**src/rtl/rapid_pkg.sv**
```systemverilog
// Shared RAPID cache-interface types plus the helpers used by the data-memory responder.
// Lane strobes and alignment rules live here so the core and memory agree on one definition.
package rapid_pkg;

    localparam int WORD_WIDTH = 4;

    typedef enum logic {
        CACHE_READ  = 1'b0,
        CACHE_WRITE = 1'b1
    } cache_rw;

    typedef enum logic [1:0] {
        CACHE_NOP = 2'd0,
        BYTE      = 2'd1,
        HALF_WORD = 2'd2,
        WORD      = 2'd3
    } cache_operation;

    typedef enum logic [1:0] {
        IDLE = 2'd0,
        MEM  = 2'd1,
        RESP = 2'd2
    } dmem_state_e;

    function automatic logic [3:0] lane_strobe(input cache_operation op, input logic [1:0] a);
        logic [3:0] strb;
        case (op)
            BYTE:      strb = 4'b0001 << a;
            HALF_WORD: strb = 4'b0011 << a;
            WORD:      strb = 4'b1111;
            default:   strb = 4'b0000;
        endcase
        return strb;
    endfunction

    function automatic logic is_misaligned(input cache_operation op, input logic [1:0] a);
        logic mis;
        case (op)
            HALF_WORD: mis = a[0];
            WORD:      mis = |a;
            default:   mis = 1'b0;
        endcase
        return mis;
    endfunction

endpackage

```
**src/rtl/rapid_load_align.sv**
```systemverilog
// Picks the addressed byte/half/word out of a memory word and sign- or zero-extends it.
// Purely combinational; the responder registers the result.
module rapid_load_align
    import rapid_pkg::*;
#(
    parameter int DATA_WIDTH = WORD_WIDTH * 8
) (
    input  cache_operation        op,
    input  logic [1:0]            lane,
    input  logic                  is_unsigned,
    input  logic [DATA_WIDTH-1:0] word,
    output logic [DATA_WIDTH-1:0] data
);

    logic [7:0]  byte_sel;
    logic [15:0] half_sel;

    // NOTE: every output gets a value on every path through the block, so no latch is inferred.
    always_comb begin
        byte_sel = word[{lane, 3'b000} +: 8];
        half_sel = word[{lane[1], 4'b0000} +: 16];
        data     = '0;
        case (op)
            BYTE:      data = {{(DATA_WIDTH-8){byte_sel[7] & ~is_unsigned}}, byte_sel};
            HALF_WORD: data = {{(DATA_WIDTH-16){half_sel[15] & ~is_unsigned}}, half_sel};
            WORD:      data = word;
            default:   data = '0;
        endcase
    end

endmodule

```
**src/rtl/rapid_dmem_responder.sv**
```systemverilog
// Data-cache request responder: accepts one request, runs it on a word-wide req/ack memory
// bus with a timeout, and returns a one-cycle response with extended read data or an error.
module rapid_dmem_responder
    import rapid_pkg::*;
#(
    parameter int ADDR_WIDTH = 32,
    parameter int DATA_WIDTH = WORD_WIDTH * 8,
    parameter int TIMEOUT    = 255
) (
    input  logic                  clk,
    input  logic                  rst,
    input  logic                  req_valid,
    output logic                  req_ready,
    input  cache_rw               req_rw,
    input  cache_operation        req_op,
    input  logic                  req_unsigned,
    input  logic [ADDR_WIDTH-1:0] req_addr,
    input  logic [DATA_WIDTH-1:0] req_wdata,
    output logic                  resp_valid,
    output logic [DATA_WIDTH-1:0] resp_rdata,
    output logic                  resp_err,
    output logic                  mem_req,
    output logic                  mem_we,
    output logic [ADDR_WIDTH-1:0] mem_addr,
    output logic [3:0]            mem_wstrb,
    output logic [DATA_WIDTH-1:0] mem_wdata,
    input  logic                  mem_ack,
    input  logic [DATA_WIDTH-1:0] mem_rdata
);

    localparam int CNT_W = $clog2(TIMEOUT + 1);

    dmem_state_e           state_q, state_d;
    logic [CNT_W-1:0]      cnt_q, cnt_d;
    cache_operation        op_q, op_d;
    logic                  uns_q, uns_d;
    logic [1:0]            lane_q, lane_d;

    logic                  mem_req_q, mem_req_d;
    logic                  mem_we_q, mem_we_d;
    logic [ADDR_WIDTH-1:0] mem_addr_q, mem_addr_d;
    logic [3:0]            mem_wstrb_q, mem_wstrb_d;
    logic [DATA_WIDTH-1:0] mem_wdata_q, mem_wdata_d;

    logic                  resp_valid_q, resp_valid_d;
    logic [DATA_WIDTH-1:0] resp_rdata_q, resp_rdata_d;
    logic                  resp_err_q, resp_err_d;

    logic [DATA_WIDTH-1:0] load_data;
    logic [DATA_WIDTH-1:0] wdata_rep;
    logic                  req_mis;

    rapid_load_align #(.DATA_WIDTH(DATA_WIDTH)) u_load_align (
        .op          (op_q),
        .lane        (lane_q),
        .is_unsigned (uns_q),
        .word        (mem_rdata),
        .data        (load_data)
    );

    always_comb begin
        req_mis = is_misaligned(req_op, req_addr[1:0]);
        case (req_op)
            BYTE:      wdata_rep = {(DATA_WIDTH/8){req_wdata[7:0]}};
            HALF_WORD: wdata_rep = {(DATA_WIDTH/16){req_wdata[15:0]}};
            default:   wdata_rep = req_wdata;
        endcase
    end

    always_comb begin
        state_d      = state_q;
        cnt_d        = cnt_q;
        op_d         = op_q;
        uns_d        = uns_q;
        lane_d       = lane_q;
        mem_req_d    = mem_req_q;
        mem_we_d     = mem_we_q;
        mem_addr_d   = mem_addr_q;
        mem_wstrb_d  = mem_wstrb_q;
        mem_wdata_d  = mem_wdata_q;
        // Response fields default low so they are only visible in the single RESP cycle.
        resp_valid_d = 1'b0;
        resp_rdata_d = '0;
        resp_err_d   = 1'b0;

        unique case (state_q)
            IDLE: begin
                if (req_valid) begin
                    op_d   = req_op;
                    uns_d  = req_unsigned;
                    lane_d = req_addr[1:0];
                    cnt_d  = '0;
                    if (req_op == CACHE_NOP || req_mis) begin
                        state_d      = RESP;
                        resp_valid_d = 1'b1;
                        resp_err_d   = req_mis;
                    end else begin
                        state_d     = MEM;
                        mem_req_d   = 1'b1;
                        mem_we_d    = (req_rw == CACHE_WRITE);
                        mem_addr_d  = {req_addr[ADDR_WIDTH-1:2], 2'b00};
                        mem_wstrb_d = lane_strobe(req_op, req_addr[1:0]);
                        mem_wdata_d = wdata_rep;
                    end
                end
            end
            MEM: begin
                if (mem_ack || cnt_q == CNT_W'(TIMEOUT - 1)) begin
                    state_d      = RESP;
                    resp_valid_d = 1'b1;
                    resp_err_d   = ~mem_ack;
                    resp_rdata_d = (mem_ack && !mem_we_q) ? load_data : '0;
                    mem_req_d    = 1'b0;
                    mem_we_d     = 1'b0;
                    mem_addr_d   = '0;
                    mem_wstrb_d  = '0;
                    mem_wdata_d  = '0;
                end else begin
                    cnt_d = cnt_q + CNT_W'(1);
                end
            end
            RESP: state_d = IDLE;
            default: state_d = IDLE;
        endcase
    end

    // NOTE: state updates use non-blocking assignments so every flop samples pre-edge values.
    always_ff @(posedge clk) begin
        if (rst) begin
            state_q      <= IDLE;
            cnt_q        <= '0;
            op_q         <= CACHE_NOP;
            uns_q        <= 1'b0;
            lane_q       <= 2'b00;
            mem_req_q    <= 1'b0;
            mem_we_q     <= 1'b0;
            mem_addr_q   <= '0;
            mem_wstrb_q  <= '0;
            mem_wdata_q  <= '0;
            resp_valid_q <= 1'b0;
            resp_rdata_q <= '0;
            resp_err_q   <= 1'b0;
        end else begin
            state_q      <= state_d;
            cnt_q        <= cnt_d;
            op_q         <= op_d;
            uns_q        <= uns_d;
            lane_q       <= lane_d;
            mem_req_q    <= mem_req_d;
            mem_we_q     <= mem_we_d;
            mem_addr_q   <= mem_addr_d;
            mem_wstrb_q  <= mem_wstrb_d;
            mem_wdata_q  <= mem_wdata_d;
            resp_valid_q <= resp_valid_d;
            resp_rdata_q <= resp_rdata_d;
            resp_err_q   <= resp_err_d;
        end
    end

    assign req_ready  = (state_q == IDLE);
    assign resp_valid = resp_valid_q;
    assign resp_rdata = resp_rdata_q;
    assign resp_err   = resp_err_q;
    assign mem_req    = mem_req_q;
    assign mem_we     = mem_we_q;
    assign mem_addr   = mem_addr_q;
    assign mem_wstrb  = mem_wstrb_q;
    assign mem_wdata  = mem_wdata_q;

endmodule

```
**config.mk**
```make
export PLATFORM = sky130hd
export DESIGN_NAME = rapid_dmem_responder
export DESIGN_NICKNAME = d
export VERILOG_FILES = /design/src/rtl/rapid_pkg.sv /design/src/rtl/rapid_load_align.sv /design/src/rtl/rapid_dmem_responder.sv
export SDC_FILE = /design/constraint.sdc
export NUM_CORES = 1
export LEC_CHECK = 0
export ABC_AREA = 0
export ABC_CLOCK_PERIOD_IN_PS = 2000
export CAP_MARGIN = 25
export CORE_ASPECT_RATIO = 1.2
export CORE_MARGIN = 2
export CORE_UTILIZATION = 57
export DETAILED_ROUTE_END_ITERATION = 16
export DONT_BUFFER_PORTS = 1
export GPL_TIMING_DRIVEN = 0
export HOLD_SLACK_MARGIN = 0.08
export PLACE_DENSITY = 0.75
export SYNTH_ARGS = -nofsm -noshare
export SYNTH_HDL_FRONTEND = slang
export SYNTH_SLANG_ARGS = --single-unit
```
**constraint.sdc**
```tcl
create_clock -name clk -period 2 [get_ports clk]
set_clock_uncertainty 0.2 [all_clocks]
set_input_delay 0.2 -clock clk [delete_from_list [all_inputs] [get_ports clk]]
set_output_delay 0.2 -clock clk [all_outputs]
set_load 0.05 [all_outputs]
```
==> results.tsv, run 1 <==
metric	value	unit
status	completed	
post-synth-top-count-cell	dfxtp_1	
synth_cell_types	51	
cap_violations	0	
grt_pass1_wl	25600	um
grt_remaining_overflow	0	
antenna_found_initial	0	
place.gp.congestion	0.873	
pwr-share-seq	41.0	%
grt_max_degree	17	
grt_usage	35.4	%
power.density	997	nW/um^2
cp_data_arrival_time	2.24	ns
dp_hpwl	9790	um
max-slew-margin-rel	60.4	%
synth-xor-area-share	0.527	%
dr.pass1.iters	8	
vias	4866	
finalInstanceArea	7030	um^2
clockBufferDepth	2	
fp.dieH	106	um
cts_tree	yes	
core_region_area	8560	um^2
finalCritPeriodShare	99.6	%
clock-sinks	117	
num_antenna_cells	0	
viasPerCell	6.13	
synth_top_family_by_area	compound AO/OA/AOI/OAI gates	
power.internal	4.94	mW
tightest_slew	0.593	ns
finalHoldViolCount	0	
p_comb_share	12.9	%
initial_utilization	58.2	%
top_level_ports	209	
dp_cells	650	
syn_area	4990	um^2
route.detailed.drc	0	
max_clock_freq	0.502	GHz
fp.dieW	89.4	um
synth_top_area_share	47.0	%
syn-instance-count	532	
fin_nets	775	
swShare	29.6	%
slew_viol_final	0	
synth_ff_type	dfxtp_1	
drive_above_1_share	16.5	%
rows	37	
crit_type	input port to register	
place_area	5140	um^2
synthMuxAreaShare	9.61	%
netlist.top_cell.by_area	dfxtp_1	
die-area	9520	um^2
critPathRequiredTime	2.25	ns
h-tree-depth	4	
hold_path_class	input port to register	
io_buffers	0	
synthArstFlopShare	0	%
startpoint_type	input port	
fin_tns_setup	0	ns
p_leak	2.68	nW
grt_pass1_vias	4959	
drt_iter0_drc	348	
place_ws	-0.367	ns
rsz0062_at_grt	yes	
synth_fa_ha_area_share	1.76	%
vdd_drop_max	653	uV
wl_per_cell	21.9	um
syn_to_final_growth	41.0	%
ys_seq_area_share	47.0	%
crit_path_end_kind	register	
final_cell_count_no_fill	794	
setup_slack	0.00879	ns
postSynthAreaPerCell	9.38	um^2
synth.top_cells.by_count	dfxtp_1, nand2_1, a21oi_1	
yosys.area_share.simple	11.7	%
clock_latency	0.52	ns
clockRootBuffer	clkbuf_8	
synth_area_leaders	dfxtp_1, a22o_1, mux2_2, nand2_1, a21oi_1	
synth_compound_area_share	24.2	%
clk_pin_slew	0.06	ns
crit_fanout	10	
yosysWarnings	0	
setup_viol	0	
clockPowerShare	46.1	%
wirelength	17400	um
min_period	1.99	ns
synth_edf_count	0	
holdWs	0.128	ns
net-switching-power	2.07	mW
ant_nets	0	
ys_ff_latch	117	
numCtsBuffers	17	
[timing repair]
item | in CTS | in global routing
cloned | 0 | 1
hold buffers | 106 | 1
setup endpoints to repair | 96 | 90
endpoints found under the hold margin | 117 | 6
buffers inserted | 3 | 3
gates resized for setup | 21 | 39
pin swaps | 2 | 2
[layout make-up]
type	instances	area, um^2
Buffer	43	245
Clock buffer	19	432
Clock inverter	13	195
Fill cell	484	1530
Inverter	13	52.6
Multi-Input combinational cell	358	2490
Sequential cell	117	2350
Tap cell	117	146
Timing Repair Buffer	114	1120
[per-layer routing]
| metal | vias up | GRT usage [%] | wire, um |
|---|---|---|---|
| li1 | 2192 | - | - |
| met1 | 2300 | 39.0 | 6390 |
| met2 | 335 | 61.4 | 9030 |
| met3 | 39 | 10.4 | 1500 |
| met4 | 0 | 15.5 | 448 |
| met5 | - | 0 | 0 |
[cells by family after synthesis]
| family | Yosys count |
|---|---|
| AOI/OAI and AO/OA | 174 |
| xor gates and xnor gates | 3 |
| adders and majority gates | 7 |
| buffers and inverters | 58 |
| DFF | 117 |
| muxes | 45 |
| other | 1 |
| and+or+nand+nor | 127 |
[through the flow]
step | util (%) | total power, mW
2_1_floorplan | - | 3.36
3_5_place_dp | 60.1 | 3.50
6_report | 82.1 | 7.01
4_1_cts | 80.7 | 6.90
5_1_grt | 82.1 | 7.20
3_3_place_gp | 60.1 | 3.49
[state kept, by name (all words and copies together) (netlist names)]
signal / flops
resp_rdata: 32
lane_q: 2
resp_err: 1
uns_q: 1
mem_addr: 30
state_q: 2
resp_valid: 1
mem_req: 1
mem_wdata: 32
op_q: 2
mem_wstrb: 4
mem_we: 1
cnt_q: 8
[worst paths after layout]
kind	start	endpoint	slack, ns	depth (start not counted)
worst max-delay path	req_op[1]	mem_wdata[11]	0.009	7
worst min-delay path	req_op[1]	resp_err	0.13	5
worst max register to register	cnt_q[0]	mem_addr[16]	0.06	7
worst min register to register	lane_q[0]	lane_q[0]	0.29	2
[placed cells by master, fill, tap and decap left out, types with 12 or more instances in the layout]
cell type and n:
a21oi_1 45, a22o_1 39, clkbuf_1 19, clkbuf_16 16, dfxtp_1 111, dlygate4sd3_1 107, mux2_2 23, mux2i_1 21
nand2_1 65, nand3_1 12, nor2_1 22, o21ai_0 30
[critical path, stage by stage]
cell	delay, ns
inv_1	0.03
dlygate4sd3_1	0.55
ha_1	0.37
clkbuf_1	0.28
a211oi_1	0.42
o21ai_0	0.22
mux2i_1	0.17
[power by group through the flow]
stage	combinational [mW]	sequential (mW)	clock [mW]
3_3_place_gp	0.573	2.91	0
3_5_place_dp	0.592	2.91	0
6_report	0.906	2.88	3.23
4_1_cts	0.815	2.87	3.22
2_1_floorplan	0.478	2.89	0
5_1_grt	0.959	2.89	3.36
No activity file was read; power rests on OpenSTA's default activity.
==> inputs of run 2 (changes only) <==
- PLACE_DENSITY: 0.75 -> unset
- PLACE_DENSITY_LB_ADDON: unset -> 0.05
==> run 2 against run 1 <==
Effect of this change:
- the run now ends with setup timing left
- fmax down 2.0%
- sequential cell count did not move
- sequential share of layout area fell by 0.12 points
- die area unchanged
- via count increased by 1.6%
- first-iteration DRC count is 9.8% higher
- sequential power barely moved
- design area up 0.59%
- critical endpoint is now mem_addr[14]
- largest power group unchanged
==> results.tsv, run 2 (synthesis gave the netlist of run 1 again) <==
metric	value	unit
viasPerCell	6.16	
antenna_found_initial	0	
drt_iter0_drc	382	
holdWs	0.131	ns
tightest_slew	0.620	ns
place.gp.congestion	0.847	
dr.pass1.iters	5	
grt_remaining_overflow	0	
drive_above_1_share	16.8	%
power.density	967	nW/um^2
critPathRequiredTime	2.21	ns
rows	37	
wl_met3	1530	um
whs_path_depth	6	
clk_pin_slew	0.06	ns
dr_wl_met2	8670	um
final_common_cell	dfxtp_1	
fp.dieW	89.4	um
swShare	29.6	%
cap_violations	0	
routed.top_layer	met4	
critPathTopFamily	compound AO/OA/AOI/OAI gates	
core_region_area	8560	um^2
path_buf_inv	2	
max_clock_freq	0.492	GHz
wl_per_cell	21.0	um
route.detailed.drc	0	
finalCritPeriodShare	102	%
pwr-share-seq	42.1	%
numCtsBuffers	17	
hold_path_class	input port to register	
grt_pass1_wl	24600	um
min_period	2.03	ns
dp_hpwl	10000	um
crit_fanout	10	
fin_nets	783	
setup_slack	-0.0310	ns
clockRootBuffer	clkbuf_8	
final_cell_mix	dfxtp_1, dlygate4sd3_1, nand2_1	
clockPowerShare	44.5	%
syn_to_final_growth	41.8	%
max-slew-margin-rel	58.6	%
status	complete, but fails checks	
fp.dieH	106	um
crit_type	register to register	
cp.depth	7	
rr_worst_depth	7	
place_area	5140	um^2
net-switching-power	2.02	mW
vdd_drop_max	641	uV
startpoint_type	register	
grt_usage	33.5	%
top_level_ports	209	
p_comb_share	13.5	%
rsz0062_at_grt	yes	
finalHoldViolCount	0	
die-area	9520	um^2
setup_viol	19	
critPathSlowestCell	o31a_4	
slew_viol_final	0	
clock-sinks	117	
clockBufferDepth	2	
cp_data_arrival_time	2.24	ns
wl_met1	6020	um
wirelength	16800	um
cts_tree	yes	
fin_tns_setup	-0.217	ns
ant_nets	0	
p_leak	2.70	nW
io_buffers	0	
finalInstanceArea	7080	um^2
violations	setup timing	
fillers	492	
grt_max_degree	17	
clock_latency	0.52	ns
grt_pass1_vias	4847	
crit_path_end_kind	register	
initial_utilization	58.2	%
h-tree-depth	4	
crit_chain	inv_2, ha_4, nand3_4, o21a_4, o31a_4, buf_8, a22o_1	
r2r_slack	-0.03	ns
vias	4946	
slowest_delay	0.42	ns
power.internal	4.82	mW
place_ws	-0.428	ns
-- run 2: cell types whose count changed in the layout (fill, tap and decap cells not counted), moves of 3 or more --
| cell | previous run | this run |
|---|---|---|
| buf_4 | 10 | 14 |
| clkbuf_1 | 19 | 23 |
| buf_6 | 7 | 10 |
| clkbuf_2 | 10 | 7 |
| clkinv_2 | 0 | 3 |
-- run 2: tightest hold or removal path, delay by kind of cell --
kind                     cells  cell delay [ns]
AO/OA/AOI/OAI                1             0.09
adder cells (fa/ha/maj)      1             0.17
buffers and inverters        1             0.08
multiplexers                 1             0.13
AND/OR/NAND/NOR              2             0.14
-- run 2: area by class of cell --
class / count / area (um^2) / area share, %
plain buffers: 43 / 244 / 3.45
diodes: 1 / 2.50 / 0.0354
clock buffers: 20 / 435 / 6.15
repair buffers: 122 / 1200 / 16.9
well taps: 117 / 146 / 2.07
inverters: 13 / 52.6 / 0.743
clock inverters: 12 / 154 / 2.18
flip-flops and latches: 117 / 2350 / 33.3
multi-input cells: 358 / 2490 / 35.2
-- run 2: worst paths after layout --
path,startpoint,end
min,req_op[0],mem_wstrb[1]
max,cnt_q[0],mem_addr[14]
min reg2reg,uns_q,uns_q
max reg2reg,cnt_q[0],mem_addr[14]
-- run 2: routing by layer --
metal	up-vias	track usage (%)
li1	2223	-
met1	2351	35.4
met2	311	58.0
met3	61	11.6
met4	0	16.0
met5	-	0
-- run 2: metrics by stage --
stage               std cells  total power, mW  util (%)
floorplan                 533             3.36         -
global placement          650             3.49      60.1
detailed placement        650             3.51      60.1
CTS                       787             6.73      80.1
global route              802             7.03      82.6
finish                    803             6.84      82.6
-- run 2: power by group through the flow --
stage               sequential, mW  clock [mW]  combinational (mW)
floorplan                     2.89           0               0.478
global placement              2.91           0               0.576
detailed placement            2.92           0               0.590
CTS                           2.87        3.05               0.807
global route                  2.89        3.16               0.981
finish                        2.88        3.04               0.922
-- run 2: what timing repair did --
action | 4_1_cts | 5_1_grt
buffers inserted | 1 | 10
endpoints found under the hold margin | 117 | 0
pin swaps | 2 | 4
gates resized for setup | 20 | 45
hold buffers | 106 | 0
gates cloned | 0 | 5
endpoints found under the setup margin | 93 | 92
==> inputs of run 3 (changes only) <==
- SKIP_LAST_GASP: unset -> 1
==> run 3 against run 2 <==
Effect of this change:
- routed wire length about the same
- combinational power fell by 0.4%
- the flow still finishes with violations (setup timing)
- highest routed layer unchanged
- design area decreased by 0.14%
- die area stayed put
- critical path type unchanged
- largest power group unchanged
- sequential power about the same
- largest cell class unchanged
- core utilization decreased by 0.12 points
- clock power about the same
- via count is 1.3% lower
==> results.tsv, run 3 (synthesis gave the netlist of run 1 again) <==
metric	value	unit
status	complete, but fails checks	
violations	setup timing	
critPathTopFamily	compound AO/OA/AOI/OAI gates	
route.detailed.drc	0	
grt_usage	33.5	%
critPathSlowestCell	o31a_4	
grt_max_degree	17	
power.internal	4.81	mW
fin_tns_setup	-0.201	ns
clockRootBuffer	clkbuf_8	
fillers	492	
antenna_found_initial	0	
critPathRequiredTime	2.21	ns
crit_chain	inv_2, ha_4, nand3_4, o21a_4, o31a_4, buf_8, a22o_1	
clock_latency	0.52	ns
cts_tree	yes	
clk_pin_slew	0.06	ns
io_buffers	0	
grt_pass1_vias	4838	
wl_per_cell	21.0	um
viasPerCell	6.08	
grt_remaining_overflow	0	
dr.pass1.iters	5	
drt_iter0_drc	324	
final_cell_count_no_fill	802	
dp_hpwl	10000	um
vdd_drop_max	643	uV
vias	4880	
power.density	968	nW/um^2
finalHoldViolCount	0	
final_common_cell	dfxtp_1	
hold_path_class	input port to register	
fp.dieH	106	um
ant_nets	0	
slew_viol_final	0	
cp_data_arrival_time	2.24	ns
pwr-share-seq	42.1	%
initial_utilization	58.2	%
p_comb_share	13.4	%
min_period	2.03	ns
syn_to_final_growth	41.6	%
swShare	29.6	%
wirelength	16800	um
cap_violations	0	
place_area	5140	um^2
finalCritPeriodShare	102	%
slowest_delay	0.41	ns
rows	37	
setup_slack	-0.0304	ns
crit_path_end_kind	register	
path_buf_inv	2	
dp_cells	650	
clockBufferDepth	2	
drive_above_1_share	16.8	%
finalInstanceArea	7070	um^2
p_leak	2.69	nW
die-area	9520	um^2
clockPowerShare	44.5	%
holdWs	0.133	ns
fin_util	82.5	%
place_ws	-0.428	ns
crit_fanout	10	
max_clock_freq	0.493	GHz
final_cell_mix	dfxtp_1, dlygate4sd3_1, nand2_1	
max-slew-margin-rel	58.3	%
setup_viol	18	
fp.dieW	89.4	um
tightest_slew	0.625	ns
core_region_area	8560	um^2
place.gp.congestion	0.847	
top_level_ports	209	
finalPower	6.84	mW
grt_pass1_wl	24500	um
fin_nets	782	
net-switching-power	2.02	mW
rsz0062_at_grt	yes	
crit_type	register to register	
h-tree-depth	4	
startpoint_type	register	
numCtsBuffers	17	
clock-sinks	117	
==> run 3: changes by cell type in the layout (fill, tap and decap cells not counted), sizes merged <==
cell    change
clkbuf      -1
==> run 3: path summary, 6_finish.rpt <==
path                                start      endpoint  slack [ns]  depth (start not counted)
worst max-delay path             cnt_q[0]  mem_addr[14]       -0.03                          7
worst max register to register   cnt_q[0]  mem_addr[14]       -0.03                          7
worst min-delay path            req_op[0]  mem_wstrb[1]        0.13                          6
worst min register to register      uns_q         uns_q        0.30                          2
==> run 3: power by group through the flow <==
| stage | Combinational [mW] | Clock, mW | Sequential [mW] |
|---|---|---|---|
| 6_report | 0.918 | 3.04 | 2.88 |
| 5_1_grt | 0.977 | 3.16 | 2.89 |
| 4_1_cts | 0.806 | 3.05 | 2.87 |
| 3_5_place_dp | 0.590 | 0 | 2.92 |
| 3_3_place_gp | 0.576 | 0 | 2.91 |
| 2_1_floorplan | 0.478 | 0 | 2.89 |
==> run 3: timing repair <==
action	in CTS	in global routing
endpoints found under the hold margin	117	0
gates cloned	0	5
endpoints found under the setup margin	93	94
setup buffers	1	9
pin swaps	2	4
hold buffers	106	0
gates resized for setup	19	46
==> run 3: cell type report <==
class | instances | area (um^2) | area share, %
tap | 117 | 146 | 2.07
antenna | 1 | 2.50 | 0.0354
clock buffer | 20 | 435 | 6.16
multi-input combinational | 358 | 2490 | 35.2
buffer | 43 | 241 | 3.42
timing repair buffer | 121 | 1190 | 16.8
sequential | 117 | 2360 | 33.3
inverter | 13 | 52.6 | 0.744
clock inverter | 12 | 154 | 2.18
==> run 3: worst min-delay path, delay by kind of cell <==
kind,cells,cell delay [ns]
multiplexers,1,0.13
AND/OR/NAND/NOR,2,0.14
adder cells (fa/ha/maj),1,0.17
AO/OA/AOI/OAI,1,0.09
buffers and inverters,1,0.08
==> run 3: metal layers <==
metal	share of wire, %	track usage [%]	wire length, um	vias to the layer above
met5	0	0	0	-
met4	3.6	16.0	607	0
met3	8.7	11.6	1460	53
met2	52	57.9	8700	277
met1	36	35.5	6050	2328
li1	-	-	-	2222
